[src/rtl/bus_pkg.sv]
// Shared types and constants for the two-master ADS bus arbiter.
// Pure declarations: no logic, no latency.
// No flow control of its own.
package bus_pkg;

  // Arbiter FSM state encoding.
  typedef enum logic [1:0] {
    IDLE     = 2'b00,
    GRANT_M1 = 2'b01,
    GRANT_M2 = 2'b10,
    HANDOVER = 2'b11
  } state_t;

  // Owner encoding matches master_select polarity (1 = master 1 routed).
  localparam logic OWNER_M1 = 1'b1;
  localparam logic OWNER_M2 = 1'b0;

  // Pipeline depth of the downstream control decoder.
  localparam int DECODER_LATENCY = 2;

  // Bits needed to count 0 .. n-1 (never less than one bit).
  function automatic int cnt_width(input int n);
    return (n <= 2) ? 1 : $clog2(n);
  endfunction

  // Arbitration decision shared by IDLE and the end of HANDOVER:
  // a lone requester wins, a tie goes to whoever did not own the bus last.
  function automatic state_t pick_owner(input logic r1, input logic r2,
                                        input logic last_owner);
    if (r1 && r2)
      return (last_owner == OWNER_M1) ? GRANT_M2 : GRANT_M1;
    else if (r1)
      return GRANT_M1;
    else if (r2)
      return GRANT_M2;
    else
      return IDLE;
  endfunction

endpackage

[src/rtl/arb_hold_counter.sv]
// Saturating up-counter with synchronous clear and terminal-count flag.
// Count updates one cycle after enable; o_tc is combinational from the count.
// No backpressure: the counter simply stops at TERMINAL.
module arb_hold_counter #(
  parameter int WIDTH    = 4,
  parameter int TERMINAL = 15
) (
  input  logic clk,
  input  logic rst,
  input  logic i_clr,
  input  logic i_en,
  output logic o_tc
);

  localparam logic [WIDTH-1:0] TC_VAL = WIDTH'(TERMINAL);

  logic [WIDTH-1:0] r_cnt;

  // Count up while enabled, hold at the terminal value, clear has priority.
  always_ff @(posedge clk) begin
    if (rst || i_clr) begin
      r_cnt <= '0;
    end else if (i_en && (r_cnt != TC_VAL)) begin
      r_cnt <= r_cnt + WIDTH'(1);
    end
  end

  assign o_tc = (r_cnt == TC_VAL);

endmodule

[src/rtl/bus_arbiter.sv]
// Two-master round-robin bus arbiter with bounded hold and fixed handover gap.
// Grant follows a sampled request by one cycle; all outputs are registered.
// Owner is preempted after MAX_HOLD cycles only while the other master waits.
module bus_arbiter
  import bus_pkg::*;
#(
  parameter int MAX_HOLD        = 16,
  parameter int HANDOVER_CYCLES = 2
) (
  input  logic clk,
  input  logic rst,
  input  logic req1,
  input  logic req2,
  output logic grant1,
  output logic grant2,
  output logic master_select,
  output logic bus_busy
);

  localparam int HOLD_W = cnt_width(MAX_HOLD);
  localparam int HAND_W = cnt_width(HANDOVER_CYCLES);

  state_t r_state;
  state_t w_next;
  logic   r_last_owner, w_last_owner;
  logic   r_grant1, r_grant2, r_master_select, r_bus_busy;
  logic   w_grant1, w_grant2, w_master_select, w_bus_busy;
  logic   w_hold_tc, w_hand_tc;
  logic   w_hold_stay, w_hand_stay;

  // Counters only advance while the FSM stays put; any state change restarts them.
  assign w_hold_stay = ((r_state == GRANT_M1) || (r_state == GRANT_M2)) && (w_next == r_state);
  assign w_hand_stay = (r_state == HANDOVER) && (w_next == HANDOVER);

  arb_hold_counter #(
    .WIDTH    (HOLD_W),
    .TERMINAL (MAX_HOLD - 1)
  ) u_hold_cnt (
    .clk   (clk),
    .rst   (rst),
    .i_clr (!w_hold_stay),
    .i_en  (w_hold_stay),
    .o_tc  (w_hold_tc)
  );

  arb_hold_counter #(
    .WIDTH    (HAND_W),
    .TERMINAL (HANDOVER_CYCLES - 1)
  ) u_hand_cnt (
    .clk   (clk),
    .rst   (rst),
    .i_clr (!w_hand_stay),
    .i_en  (w_hand_stay),
    .o_tc  (w_hand_tc)
  );

  // FSM state register.
  always_ff @(posedge clk) begin
    if (rst) begin
      r_state <= IDLE;
    end else begin
      r_state <= w_next;
    end
  end

  // Next state plus the values the output registers take on the same edge.
  always_comb begin
    w_next = r_state;
    case (r_state)
      IDLE:     w_next = pick_owner(req1, req2, r_last_owner);
      GRANT_M1: if (!req1 || (req2 && w_hold_tc)) w_next = HANDOVER;
      GRANT_M2: if (!req2 || (req1 && w_hold_tc)) w_next = HANDOVER;
      HANDOVER: if (w_hand_tc) w_next = pick_owner(req1, req2, r_last_owner);
      default:  w_next = IDLE;
    endcase

    w_grant1   = (w_next == GRANT_M1);
    w_grant2   = (w_next == GRANT_M2);
    w_bus_busy = (w_next != IDLE);

    // Mux select only moves together with a new grant, never in the gap.
    w_master_select = r_master_select;
    if (w_next == GRANT_M1)
      w_master_select = OWNER_M1;
    else if (w_next == GRANT_M2)
      w_master_select = OWNER_M2;

    w_last_owner = r_last_owner;
    if ((r_state == GRANT_M1) && (w_next != GRANT_M1))
      w_last_owner = OWNER_M1;
    else if ((r_state == GRANT_M2) && (w_next != GRANT_M2))
      w_last_owner = OWNER_M2;
  end

  // Registered outputs and ownership history; reset favours master 1.
  always_ff @(posedge clk) begin
    if (rst) begin
      r_grant1        <= 1'b0;
      r_grant2        <= 1'b0;
      r_master_select <= OWNER_M1;
      r_bus_busy      <= 1'b0;
      r_last_owner    <= OWNER_M2;
    end else begin
      r_grant1        <= w_grant1;
      r_grant2        <= w_grant2;
      r_master_select <= w_master_select;
      r_bus_busy      <= w_bus_busy;
      r_last_owner    <= w_last_owner;
    end
  end

  assign grant1        = r_grant1;
  assign grant2        = r_grant2;
  assign master_select = r_master_select;
  assign bus_busy      = r_bus_busy;

endmodule

[config.mk]
export PLATFORM = sky130hd
export DESIGN_NAME = bus_arbiter
export DESIGN_NICKNAME = d
export VERILOG_FILES = /design/src/rtl/bus_pkg.sv /design/src/rtl/arb_hold_counter.sv /design/src/rtl/bus_arbiter.sv
export SDC_FILE = /design/constraint.sdc
export NUM_CORES = 1
export LEC_CHECK = 0
export CAP_MARGIN = 20
export CORE_MARGIN = 2
export CORE_UTILIZATION = 35
export DETAILED_ROUTE_END_ITERATION = 10
export DONT_BUFFER_PORTS = 1
export GPL_TIMING_DRIVEN = 0
export PLACE_DENSITY = 0.5
export SYNTH_ARGS = -nofsm -noshare
export SYNTH_HDL_FRONTEND = slang
export SYNTH_SLANG_ARGS = --single-unit
[constraint.sdc]
create_clock -name clk -period 4.8 [get_ports clk]
set_input_delay 0.96 -clock clk [delete_from_list [all_inputs] [get_ports clk]]
set_output_delay 0.96 -clock clk [all_outputs]
set_load 0.01 [all_outputs]
==> results.ini, run 1 <==
[status]
status = completed

[detailed_routing]
wl_um = 1412
drcViolationCount = 0
m1WireLength_um = 648
top_layer = met3
viasPerCell = 5.405
wl_per_cell_um = 12.72
drt_iter0_markers = 7
met2_length_um = 689
first_pass_iters = 4
dr_wl_met3_um = 74
via_count = 600
ant_nets = 0

[grt]
grt_usage_pct = 13.05
antenna_found_initial = 0
grt_max_degree = 10
grt_pass1_wl_um = 2477
overflow = 0
grt_pass1_vias = 586

[clock_network]
cts_made_buffers = 3
clkSlewWorstSetupHoldPaths_ns = 0.06
max-clock-path-buffers = 2
cts_resized = 0
cts_sinks = 12
h-tree-depth = 1
cts-root-buf = clkbuf_4
clk_latency_ns = 0.26
cts_tree = done
cts-hold-fix-buffers = 0
post_cts_buffers = 0

[sta]
skew_ns = 0.0003239
worst_slack_ns = 2.609
fmax_mhz = 456.4
maxSlewHeadroom_pct = 69.66
rsz0062_at_grt = false
fin_crit_ns = 2.191
timing.final.crit_share_pct = 45.65
timing.setup.tns_ns = 0
setup_viol = 0
slew_violations = 0
hold_viol_final = 0
tightest_slew_ns = 0.4546

[power]
power_uw = 234.4
leakagePower_nw = 0.3168
powerDensity_mw_per_mm2 = 301.2
vdd_ir_drop_max_mv = 0.1725

[finish]
drive_above_1_share_pct = 13.10
fin_nets = 95
area_growth_pct = 7.799
diodes = 0

[synth]
synth_area_leader_cell = dfxtp_1
synth_top_area_share_pct = 33.28
yosys-top-cells-area = dfxtp_1 33%, ha_1 8.7%, nor3_1 4.2%
netlist_instances = 81
post_synth.cell_area_avg_sq_um = 8.913
synth_most_common_cell = dfxtp_1
syn_nets = 90
yosysSeqAreaShare_pct = 33.28
synth-async-reset-ratio_pct = 0
synth_edf_count = 0
syn_area_sq_um = 721.9
yosysWarnings = 0
ys_types = 36
synth_common_cells = 12 x dfxtp_1, 6 x nor2_1, 6 x nor3_1
ys.flop_type = dfxtp_1
yosys_register_bits = 12

[worst_setup_path]
path_class = flop to flop
critPathArrivalTime_ns = 2.37
critPathMaxFanout = 7
end_kind = flop
cp.required_ns = 4.98
setup.worst_path.start_class = flop

[placement]
pre_cts_slack_ns = 2.568
dp_hpwl_um = 1071
port_buffers = 0
place_congestion = 0.8061

[die]
io-pin-count = 8
initial_core_util_pct = 36.80
row_count = 16
die-area_sq_mm = 0.002442
coreArea_sq_mm = 0.001962
die_y_um = 49.42
die_x_um = 49.42

[min_path]
hold_class = flop to flop

[run]
cap_violations = 0

==> cells in the final DEF, fill, tap and decap left out, drive strengths merged, types with 3 or more instances in the layout <==
master and n:
dfxtp 12, nor2 6, nor3 6, ha 5
nand2b 4, a21oi 4, nand3 4, inv 4
o21ai 4, and2 3, clkbuf 3, and3 3
==> power by group <==
group	internal (mW)	switching, mW	total, mW
registers	0.108	0.00898	0.117
logic	0.0256	0.0351	0.0607
clock network	0.0289	0.0280	0.0569
total	0.162	0.0721	0.234
==> critical path: stages, from the launching register on <==
cell and delay, ns:
dfxtp_1 0.44, inv_1 0.13, ha_1 0.31, and2_1 0.21
a221oi_2 0.28, mux2i_1 0.22, o2111ai_1 0.26, nor3_1 0.25
==> final cells by class <==
class,instances,area (sq um)
sequential,12,240.2
tap,27,33.78
buffer,1,5.005
fill,224,1184
clock buffer,3,22.52
multi-input combinational,64,461.7
inverter,4,15.01
==> flip-flops by register name (all words and copies together) (netlist names) <==
name / cells
r_state: 2
u_hold_cnt.r_cnt: 4
bus_busy: 1
grant2: 1
grant1: 1
master_select: 1
r_last_owner: 1
u_hand_cnt.o_tc: 1
==> per-layer routing <==
layer | GRT usage [%] | up-vias
met2 | 24.77 | 11
met5 | 0 | -
met4 | 2.778 | 0
met3 | 4.601 | 0
met1 | 13.66 | 276
li1 | - | 313
==> final timing paths <==
| path | startpoint | end | slack [ns] | cells after the start |
|---|---|---|---|---|
| setup / recovery | r_state[0]$_SDFF_PP0_ | u_hold_cnt.r_cnt[2]$_SDFFE_PP0P_ | 2.61 | 7 |
| hold / removal | r_last_owner$_SDFFE_PP0P_ | r_last_owner$_SDFFE_PP0P_ | 0.51 | 1 |
| setup reg to reg | r_state[0]$_SDFF_PP0_ | u_hold_cnt.r_cnt[2]$_SDFFE_PP0P_ | 2.61 | 7 |
| hold reg to reg | r_last_owner$_SDFFE_PP0P_ | r_last_owner$_SDFFE_PP0P_ | 0.51 | 1 |
==> logic make-up (layout without fill, tap and decap cells) <==
group | count (synthesis) | after routing | synth area share, %
adder cells (fa/ha/maj) | 5 | 5 | 8.666
XOR/XNOR | 1 | 1 | 1.213
multiplexers | 3 | 3 | 4.333
flip-flops | 12 | 12 | 33.28
AND/OR/NAND/NOR | 32 | 32 | 24.44
AO/OA/AOI/OAI | 23 | 23 | 25.30
buffers and inverters | 5 | 8 | 2.772
==> metrics by stage <==
stage | hold slack (ns) | cell area [sq um] | std cells | util [%]
5_1_grt | 0.5432 | 778.2 | 111 | 39.67
3_3_place_gp | 0.4943 | 755.7 | 108 | 38.52
4_1_cts | 0.5157 | 778.2 | 111 | 39.67
6_report | 0.5099 | 778.2 | 111 | 39.67
2_1_floorplan | 0.4625 | 721.9 | 81 | -
3_5_place_dp | 0.4976 | 755.7 | 108 | 38.52
(Power assumes the default switching activity.)
==> inputs of run 2 (changes only) <==
- clock period: 4.8 -> 2.1 ns (I/O delays scaled with it)
==> run 2 against run 1 <==
Against the previous run:
- sequential share of layout area down 1.9 points
- clock power up 130%
- die area unchanged
- sequential power up 130%
- first-iteration DRC count up 29%
- final area up 7.7%
- worst hold slack worse by 0.29 ns
- clock-buffer cell count unchanged
- power up 140%
- flip-flop and latch count unchanged
- via count up 0.83%
- combinational power rose to 2.7 times the previous value
- critical endpoint is now u_hold_cnt.r_cnt[1]$_SDFFE_PP0P_
- largest power group unchanged
==> results.ini, run 2 (synthesis results as in run 1) <==
[finish]
largest_reg_flops = 4  ; unchanged
ff_latch_area_sq_um = 242.7  ; +1.0%
multi_input_area_sq_um = 511.7  ; +11%
diodes = 0  ; unchanged
final_cells = 112  ; +0.90%
fin_area_sq_um = 838.3  ; +7.7%
fin_nets = 96  ; +1.1%
nFillCells = 216  ; -3.6%
mostFrequentLayoutCell = dfxtp_1
layout_common_cells = 10 x dfxtp_1, 6 x nor2_1
area_growth_pct = 16.12
largest-register = u_hold_cnt.r_cnt
drive_above_1_share_pct = 24.71  ; +12 points
reg_top3 = u_hold_cnt.r_cnt (4), r_state (2)

[sta]
tightest_slew_ns = 0.3498  ; -0.1048 ns
timing.final.crit_share_pct = 93.92  ; +48 points
worst_slack_ns = 0.1276  ; -2.481 ns
setup_viol = 0  ; unchanged
timing.hold.ws_ns = 0.2234  ; -0.2864 ns
slew_violations = 0  ; unchanged
maxSlewHeadroom_pct = 76.61  ; +6.9 points
skew_ns = 0.002182  ; +0.001858 ns
fin_crit_ns = 1.972  ; -0.2188 ns
hold_viol_final = 0  ; unchanged
fmax_mhz = 507.0  ; +11%

[grt]
antenna_found_initial = 0  ; unchanged
grt_pass1_vias = 583  ; -0.51%
grt_max_degree = 10  ; unchanged
grt_pass1_wl_um = 2484  ; +0.28%
met3_usage_pct = 4.601  ; unchanged
overflow = 0  ; unchanged
busiest_layer = met2
grt_util_met2_pct = 24.55  ; -0.23 points
met1_usage_pct = 13.85  ; +0.19 points
grt_usage_pct = 13.05  ; unchanged

[clock_network]
h-tree-depth = 1  ; unchanged
cts-root-buf = clkbuf_4
clk_latency_ns = 0.26  ; about the same
max-clock-path-buffers = 2  ; unchanged
cts_tree = done
clkSlewWorstSetupHoldPaths_ns = 0.06  ; about the same
cts-hold-fix-buffers = 0  ; unchanged
cts_sinks = 12  ; unchanged
cts_made_buffers = 3  ; unchanged

[worst_setup_path]
cp-startpoint = r_state[0]$_SDFF_PP0_
crit_path_top_delay_cell = dfxtp_2
path_class = flop to flop
slowest_delay_ns = 0.39  ; -0.05 ns
rrSetupSlack_ns = 0.13  ; -2.48 ns
critPathMaxFanout = 7  ; unchanged
critPathArrivalTime_ns = 2.16  ; -0.21 ns
cp_cell_sequence = inv_2, ha_4, and2_1, a221oi_2, mux2i_1, o2111ai_4, nor3_2
setup.worst_path.start_class = flop
end_kind = flop
reg2reg_from = r_state[0]$_SDFF_PP0_
cp.required_ns = 2.29  ; -2.69 ns

[detailed_routing]
viasPerCell = 5.402  ; about the same
drcViolationCount = 0  ; unchanged
wl_um = 1479  ; +4.7%
via_count = 605  ; +0.83%
drt_iter0_markers = 9  ; +2
wl_per_cell_um = 13.21  ; +3.8%
first_pass_iters = 2  ; -2
ant_nets = 0  ; unchanged

[min_path]
worstHoldStart = rst
hold_class = input port to flop

[die]
io-pin-count = 8  ; unchanged
die_x_um = 49.42  ; unchanged
die-area_sq_mm = 0.002442  ; unchanged
die_y_um = 49.42  ; unchanged
initial_core_util_pct = 36.80  ; unchanged
coreArea_sq_mm = 0.001962  ; unchanged
row_count = 16  ; unchanged

[placement]
port_buffers = 0  ; unchanged
dp_cells = 108  ; unchanged
dp_hpwl_um = 1071  ; unchanged
pre_cts_slack_ns = -0.09987  ; -2.668 ns
place_congestion = 0.8061  ; unchanged
placed_cell_area_sq_um = 755.7  ; unchanged

[power]
vdd_ir_drop_max_mv = 0.4037  ; +130%
leakagePower_nw = 0.3291  ; +3.9%
power_uw = 561.9  ; +140%
powerDensity_mw_per_mm2 = 670.3  ; +120%

[run]
cap_violations = 0  ; unchanged

[status]
status = completed

==> run 2: worst paths after layout <==
path                                      endpoint  depth (start not counted)
hold / removal                 bus_busy$_SDFF_PP0_                          1
hold reg to reg          r_last_owner$_SDFFE_PP0P_                          1
setup reg to reg  u_hold_cnt.r_cnt[1]$_SDFFE_PP0P_                          7
setup / recovery  u_hold_cnt.r_cnt[1]$_SDFFE_PP0P_                          7
==> run 2: cell type report <==
type	instances	share of cell area (%)
multi-input combinational	64	61.04
sequential	12	28.96
tap	27	4.030
clock buffer	3	2.687
inverter	4	1.791
timing repair buffer	1	0.8955
buffer	1	0.5970
==> run 2: layer usage <==
layer / up-vias / routed length, um / part of all wire, %
li1: 314 / - / -
met1: 283 / 701 / 47
met2: 8 / 712 / 48
met3: 0 / 65 / 4.4
met4: 0 / 0 / 0
met5: - / 0 / 0
==> run 2: metrics by stage <==
| step | TNS (ns) | utilization, % |
|---|---|---|
| 6_report | 0 | 42.73 |
| 5_1_grt | -0.02249 | 42.73 |
| 4_1_cts | 0 | 40.05 |
| 3_5_place_dp | -0.3399 | 38.52 |
| 3_3_place_gp | -0.2855 | 38.52 |
| 2_1_floorplan | 0 | - |
==> run 2: report_power, final <==
part	switching, mW	leakage (nW)	internal, mW
logic	0.0955	0.217	0.0686
registers	0.0217	0.0987	0.247
clock network	0.0627	0.0138	0.0661
total	0.180	0.329	0.382
==> run 2: worst max-delay path: cells and delay by family, from the launching register on <==
kind | cells | cell delay, ns
AO/OA/AOI/OAI | 2 | 0.51
flip-flops | 1 | 0.39
AND/OR/NAND/NOR | 2 | 0.39
multiplexers | 1 | 0.33
adder cells (fa/ha/maj) | 1 | 0.19
buffers and inverters | 1 | 0.09
==> run 2: repair_timing <==
| action | 4_1_cts | 5_1_grt |
|---|---|---|
| gates resized for setup | 2 | 9 |
| pin swaps | 0 | 3 |
| setup buffers | 0 | 1 |
| cloned | 0 | 0 |
| endpoints found under the setup margin | 4 | 7 |
==> inputs of run 3 (changes only) <==
- CORE_UTILIZATION: 35 -> 40
- PLACE_DENSITY: 0.5 -> 0.55
- SETUP_SLACK_MARGIN: default -> 0.3
==> run 3 against run 2 <==
Against the previous run:
- final area increased by 22%
- first-iteration DRC count up 67%
- flip-flop and latch count stayed put
- sequential power about the same
- critical path type unchanged
- sequential share of layout area is 4.4 points lower
- non-clock buffer count grew 10
==> results.ini, run 3 (synthesis results as in run 1) <==
[clock_network]
cts-hold-fix-buffers = 0  ; unchanged
max-clock-path-buffers = 2  ; unchanged
clkSlewWorstSetupHoldPaths_ns = 0.07  ; about the same
clk_latency_ns = 0.27  ; about the same
cts_made_buffers = 3  ; unchanged
cts-root-buf = clkbuf_4
h-tree-depth = 1  ; unchanged
cts_sinks = 12  ; unchanged
cts_tree = done

[worst_setup_path]
critPathArrivalTime_ns = 2.01  ; -0.15 ns
critPathMaxFanout = 5  ; -2
end_kind = flop
cp.required_ns = 2.29  ; about the same
setup.worst_path.start_class = flop
path_class = flop to flop

[finish]
largest_reg_flops = 4  ; unchanged
layout_common_cells = 10 x buf_4, 8 x dfxtp_1, 6 x nor2_1
diodes = 0  ; unchanged
nFillCells = 143  ; -34%
reg_top3 = u_hold_cnt.r_cnt (4), r_state (2)
area_growth_pct = 41.42
fin_nets = 106  ; +10%
drive_above_1_share_pct = 43.75  ; +19 points
mostFrequentLayoutCell = buf_4
utilization_pct = 59.78  ; +17 points
largest-register = u_hold_cnt.r_cnt

[grt]
grt_pass1_wl_um = 2208  ; -11%
grt_pass1_vias = 553  ; -5.1%
overflow = 0  ; unchanged
antenna_found_initial = 0  ; unchanged
grt_max_degree = 10  ; unchanged
grt_usage_pct = 14.63  ; +1.6 points

[power]
swShare_pct = 31.00  ; -1.0 points
p_int_uw = 472.3  ; +24%
power.switching_uw = 212.2  ; +18%
leakagePower_nw = 0.4020  ; +22%
p_clk_share_pct = 26.1  ; +3.2 points
pwr-share-comb_pct = 34.5  ; +5.3 points
powerDensity_mw_per_mm2 = 670.5  ; about the same
vdd_ir_drop_max_mv = 0.4445  ; +10%
pwr-share-seq_pct = 39.4  ; -8.5 points

[die]
coreArea_sq_mm = 0.001708  ; -13%
die-area_sq_mm = 0.002161  ; -12%
row_count = 15  ; -1
die_y_um = 46.49  ; -5.9%
io-pin-count = 8  ; unchanged
initial_core_util_pct = 42.27  ; +5.5 points
die_x_um = 46.49  ; -5.9%

[placement]
dp_hpwl_um = 1054  ; -1.6%
port_buffers = 0  ; unchanged
place_congestion = 0.7956  ; -1.3%

[sta]
fin_crit_ns = 1.818  ; -0.1542 ns
tightest_slew_ns = 0.3687  ; +0.01893 ns
fmax_mhz = 550.0  ; +8.5%
hold_viol_final = 0  ; unchanged
rsz0062_at_grt = true
slew_violations = 0  ; unchanged
skew_ns = 0.001879  ; -0.0003035 ns
setup_viol = 0  ; unchanged
timing.setup.tns_ns = 0  ; unchanged
timing.hold.ws_ns = 0.2060  ; -0.01744 ns
maxSlewHeadroom_pct = 75.35  ; -1.3 points
timing.final.crit_share_pct = 86.58  ; -7.3 points

[detailed_routing]
top_layer = met4
wl_um = 1735  ; +17%
drcViolationCount = 0  ; unchanged
met2_length_um = 874  ; +23%
first_pass_iters = 4  ; +2
drt_iter0_markers = 15  ; +6
viasPerCell = 5.636  ; +4.3%
wl_per_cell_um = 14.34  ; +8.6%
via_count = 682  ; +13%
dr_wl_met3_um = 84  ; +29%
m1WireLength_um = 760  ; +8.4%
ant_nets = 0  ; unchanged

[status]
status = completed

[run]
cap_violations = 0  ; unchanged

[min_path]
hold_class = input port to flop

[run 3: final cells by class]
class / instances / area [sq um] / share of cell area, %
tap: 25 / 31.28 / 3.064
multi-input combinational: 64 / 585.6 / 57.35
timing repair buffer: 11 / 86.33 / 8.456
sequential: 12 / 250.2 / 24.51
inverter: 4 / 20.02 / 1.961
buffer: 1 / 11.26 / 1.103
clock buffer: 4 / 36.28 / 3.554
[run 3: final timing paths]
check | start | endpoint | slack [ns] | cells past startpoint
max | r_state[0]$_SDFF_PP0_ | u_hold_cnt.r_cnt[0]$_SDFFE_PP0P_ | 0.28 | 9
min | rst | bus_busy$_SDFF_PP0_ | 0.21 | 1
max reg2reg | r_state[0]$_SDFF_PP0_ | u_hold_cnt.r_cnt[0]$_SDFFE_PP0P_ | 0.28 | 9
min reg2reg | r_last_owner$_SDFFE_PP0P_ | r_last_owner$_SDFFE_PP0P_ | 0.53 | 1
[run 3: what timing repair did]
item,4_1_cts,5_1_grt
setup endpoints to repair,9,9
hold endpoints to repair,0,0
resized for setup,10,23
buffers inserted,2,9
pin swaps,8,14
[run 3: metrics by stage]
step                      cell area, sq um  instances  total power [mW]  worst slack, ns
final                                 1021        121            0.6846           0.2818
after detailed placement             755.7        106            0.4115          0.07640
after floorplan                      724.4         81            0.3842           0.2994
after global routing                  1021        121            0.7280           0.2016
after global placement               755.7        106            0.4104          0.06426
after CTS                            838.3        112            0.6146           0.3041
[run 3: power groups by stage]
stage	clock network (mW)	logic (mW)	registers (mW)
global route	0.200	0.256	0.272
floorplan	0	0.117	0.268
CTS	0.188	0.159	0.268
global placement	0	0.139	0.272
finish	0.179	0.236	0.270
detailed placement	0	0.140	0.272
[run 3: layer usage]
layer  GRT usage, %  vias up
met5              0        -
met4          3.429        0
met3          7.843        2
met2          25.83       15
met1          15.02      324
li1               -      341
[run 3: critical path: stages, from the launching register on]
cell      delay [ns]
dfxtp_4         0.36
inv_4           0.09
ha_4            0.17
and2_4          0.17
a221oi_4        0.07
buf_4           0.14
buf_4           0.12
a22o_1          0.19
a22o_4          0.28
nor3_1          0.15
